### config.mk
export PLATFORM = sky130hd
export DESIGN_NAME = register_bank
export DESIGN_NICKNAME = d
export VERILOG_FILES = /design/src/rtl/register_bank.sv
export SDC_FILE = /design/constraint.sdc
export NUM_CORES = 2
export LEC_CHECK = 0
export CAP_MARGIN = 20
export CORE_MARGIN = 8
export CORE_UTILIZATION = 65
export DETAILED_ROUTE_END_ITERATION = 10
export DONT_BUFFER_PORTS = 1
export PLACE_DENSITY = 0.82
export REMOVE_ABC_BUFFERS = 1
export SYNTH_ARGS = -nofsm -noshare
export SYNTH_HDL_FRONTEND = slang
export SYNTH_SLANG_ARGS = --single-unit
### constraint.sdc
create_clock -name clk -period 82.7 [get_ports clk]
set_input_delay 24.81 -clock clk [delete_from_list [all_inputs] [get_ports clk]]
set_output_delay 24.81 -clock clk [all_outputs]
set_load 0.005 [all_outputs]
### src/rtl/register_bank.sv
// MIPS general-purpose register file. It has a one-hot write port driven by the 5-to-32 decoder
// and two combinational read ports, with optional same-cycle forwarding.
module register_bank #(
  parameter int WIDTH  = 32,
  parameter int NREGS  = 32,
  parameter int ADDR_W = 5,
  parameter int BYPASS = 1,
  parameter int CNT_W  = 16
) (
  input  logic              clk,
  input  logic              reset,
  input  logic              WriteEn,
  input  logic [NREGS-1:0]  WriteSel,
  input  logic [WIDTH-1:0]  WriteData,
  input  logic [ADDR_W-1:0] ReadAddr1,
  input  logic [ADDR_W-1:0] ReadAddr2,
  output logic [WIDTH-1:0]  ReadData1,
  output logic [WIDTH-1:0]  ReadData2,
  output logic              SelError,
  output logic [CNT_W-1:0]  WriteCount
);

  logic [WIDTH-1:0]  regs [NREGS];
  logic              wr_legal;
  logic [ADDR_W-1:0] wr_idx;
  logic              byp_ok;

  function automatic logic is_onehot(input logic [NREGS-1:0] sel);
    return (sel != '0) && ((sel & (sel - 1'b1)) == '0);
  endfunction

  // OR of the indices of all set bits; exact only when sel is one-hot, which is the only case it is used
  function automatic logic [ADDR_W-1:0] encode(input logic [NREGS-1:0] sel);
    logic [ADDR_W-1:0] idx;
    idx = '0;
    for (int k = 0; k < NREGS; k++)
      if (sel[k]) idx = idx | ADDR_W'(k);
    return idx;
  endfunction

  function automatic logic [CNT_W-1:0] sat_inc(input logic [CNT_W-1:0] cnt);
    return (cnt == '1) ? cnt : cnt + 1'b1;
  endfunction

  assign wr_legal = is_onehot(WriteSel);
  assign wr_idx   = encode(WriteSel);
  // Forwarding is masked during reset so the read ports return zero while reset is held
  assign byp_ok   = (BYPASS != 0) && !reset && WriteEn && wr_legal;

  // An unknown WriteSel makes the legality test fail, which takes the error branch
  always_ff @(posedge clk or posedge reset) begin
    if (reset) begin
      for (int k = 0; k < NREGS; k++) regs[k] <= '0;
      SelError   <= 1'b0;
      WriteCount <= '0;
    end else if (WriteEn) begin
      if (wr_legal) begin
        if (wr_idx != '0) begin
          regs[wr_idx] <= WriteData;
          WriteCount   <= sat_inc(WriteCount);
        end
      end else begin
        SelError <= 1'b1;
      end
    end
  end

  always_comb begin
    ReadData1 = regs[ReadAddr1];
    if (ReadAddr1 == '0)
      ReadData1 = '0;
    else if (byp_ok && (wr_idx == ReadAddr1))
      ReadData1 = WriteData;
  end

  always_comb begin
    ReadData2 = regs[ReadAddr2];
    if (ReadAddr2 == '0)
      ReadData2 = '0;
    else if (byp_ok && (wr_idx == ReadAddr2))
      ReadData2 = WriteData;
  end

endmodule

==> flow_summary.yaml <==
logic_synthesis:
  avgSynthCellArea_um2: 16.0
  synthTopCellsByArea: "dfrtp_1 (46%), mux4_2 (26%), mux2_1 (12%)"
  synth.most_common_cell: "dfrtp_1"
  syn_area_um2: 56200
  yosys_most_used_dff: "dfrtp_1"
  ys_types: 46
  synth_warnings: 0
  synth_top_cell_by_area: "dfrtp_1"
  yosysSeqAreaShare_pct: 46.4
  synthCells: 3510
  yosys-top-cells-count: "dfrtp_1 (1041), mux4_2 (637), mux2_1 (611), mux2_2 (385), clkbuf_1 (253)"
  synth_top_cell_area_share_pct: 46.4
  async_reset_ff_share_pct: 100
  ys_ff_latch: 1041
  synth_edf_count: 0
critical_path:
  worstSetupPathType: "in2out"
  setup.worst_path.end_class: "output port"
  r2r_start: "WriteCount[6]"
  worstPathArrival_ps: 29570
  required_ps: 57890
  crit_fanout: 21
  rrSetupSlack_ps: 80200
  r2r_cells: 8
  reg2reg_to: "WriteCount[15]"
  start_kind: "input pin"
layout:
  layout.nets: 3336
  final_layout_size_suffix_gt1_share_pct: 38.3
  fillers: 5403
  syn2layout_area_growth_pct: 7.28
  fin_util_pct: 69.9
  diodes: 0
  final_area_um2: 60300
clock_tree:
  root_buffer: "clkbuf_16"
  post_cts_buffers: 0
  htreeDepth: 3
  cts.path.max_buffers: 3
  cts_hold_buf: 0
  clock_sinks: 1041
  cts_tree: "done"
  numCtsBuffers: 107
  ctsResizeCount: 0
  clock_latency_ps: 670
  clkTransAtPathRegs_ps: 60
global_route:
  antenna_found_initial: 1
  grt_max_degree: 259
  grt_remaining_overflow: 0
  grt_pass1_vias: 37200
  grt_pass1_wl_mm: 240
  grt_usage_pct: 33.4
die:
  initial_core_util_pct: 65.2
  die_y_um: 310
  ios: 158
  rows: 108
  core_area_um2: 86200
  die_area_um2: 96100
  die_w_um: 310
detailed_routing:
  drc_errors: 0
  via_per_inst: 7.61
  drt_iter0_markers: 3744
  wl_per_cell_um: 35.0
  routed_wl_mm: 158
  dr.pass1.iters: 9
  vias: 34200
  ant_nets: 0
min_path:
  hold-path-endpoint: "regs[1004]"
  holdPathStages: 0
  hp-start: "regs[1004]"
  worstHoldPathType: "reg2reg"
timing:
  fin_crit_sh_pct: 65.8
  rsz0062_at_grt: "false"
  relSlewSlack_pct: 24.0
  setup-tns-final_ps: 0
  min_period_ps: 54380
  skew_ps: 8.71
  slew_viol_final: 0
  fmaxAchievable_mhz: 18.4
  finalSetupViolations: 0
  fin_hold_ws_ps: 400
  hold_violations: 0
  worst_pin_slew_ps: 1140
power_and_ir_drop:
  ir_drop_v: 0.0000190
  leakage_nw: 28.8
  power-per-cell-area_nw_per_um2: 17.0
placement:
  globalplace.congestion: 0.889
  port_buffers: 0
  place_area_um2: 56600
  dp_hpwl_mm: 80.2
flow_run:
  cap_violations: 0
outcome:
  status: "finished, final reports clean"
==> area by class of cell <==
class	instances	area, um^2	share of cell area [%]
clock inverters	39	394	0.654
flip-flops and latches	1041	26100	43.2
multi-input cells	2065	28800	47.8
clock buffers	157	3150	5.22
repair buffers	40	393	0.652
well taps	1155	1450	2.40
inverters	3	18.8	0.0311
==> sequential cells by signal (all words and copies together), names as in the netlist <==
name / cells
regs: 1024
WriteCount: 16
SelError: 1
==> per-layer routing <==
metal | global-route usage [%] | routed length, um | vias up
met5 | 0 | 0 | -
met4 | 13.9 | 7080 | 0
met3 | 8.58 | 15300 | 478
met2 | 53.6 | 76800 | 1941
met1 | 44.0 | 58400 | 18600
li1 | - | - | 13200
==> cells in the final DEF, fill, tap and decap left out, drive strengths merged, types with 9 or more instances in the layout <==
cell	Yosys	layout
nor4	17	17
dfrtp	1041	1041
buf	148	40
inv	3	9
nor2	39	39
nand3	32	32
nor3	18	18
xor2	13	13
mux4	637	637
nand4	13	13
xnor2	11	11
clkinv	0	24
mux2i	61	61
nand2	90	90
o21ai	13	13
clkbuf	253	157
o211a	61	61
mux2	996	996
==> cell families after synthesis <==
group	share of synthesized area [%]
simple gates	2.15
fa+ha+maj	0.0579
flops	46.4
xor+xnor	0.374
buf+inv	2.91
mux	46.6
compound gates	1.57
==> per-stage QoR <==
| stage | setup WS (ps) | std cells | power (mW) |
|---|---|---|---|
| 6_report | 28320 | 4500 | 1.02 |
| 3_3_place_gp | 28640 | 4300 | 0.543 |
| 5_1_grt | 28050 | 4500 | 1.05 |
| 4_1_cts | 28400 | 4496 | 1.03 |
| 3_5_place_dp | 28440 | 4300 | 0.544 |
| 2_1_floorplan | 99.9 | 3109 | 0.542 |
==> where the power goes <==
group	internal, mW	leakage (nW)	total [mW]	switching, mW
combinational	0.0144	12.5	0.0261	0.0117
clock	0.280	1.74	0.487	0.208
sequential	0.509	14.5	0.509	0.000000000115
==> critical path: stages <==
cell     delay (ps)
nor4_2          550
nand4_1         560
o41ai_1         430
nand4_1         210
nor4_4          510
and4_2          920
nand3_2         730
buf_4           480
o211a_1         300
==> worst max path at each step <==
stage	from	endpoint	slack (ps)	depth (start not counted)
after floorplan	reset	ReadData1[0]	100	3
after global placement	WriteSel[1]	ReadData1[12]	28640	9
after detailed placement	WriteSel[9]	ReadData1[6]	28440	9
after CTS	WriteSel[1]	ReadData1[6]	28400	9
after global routing	WriteSel[1]	ReadData2[23]	28050	9
final	WriteSel[1]	ReadData2[24]	28320	9
No activity file was read; power rests on OpenSTA's default activity.
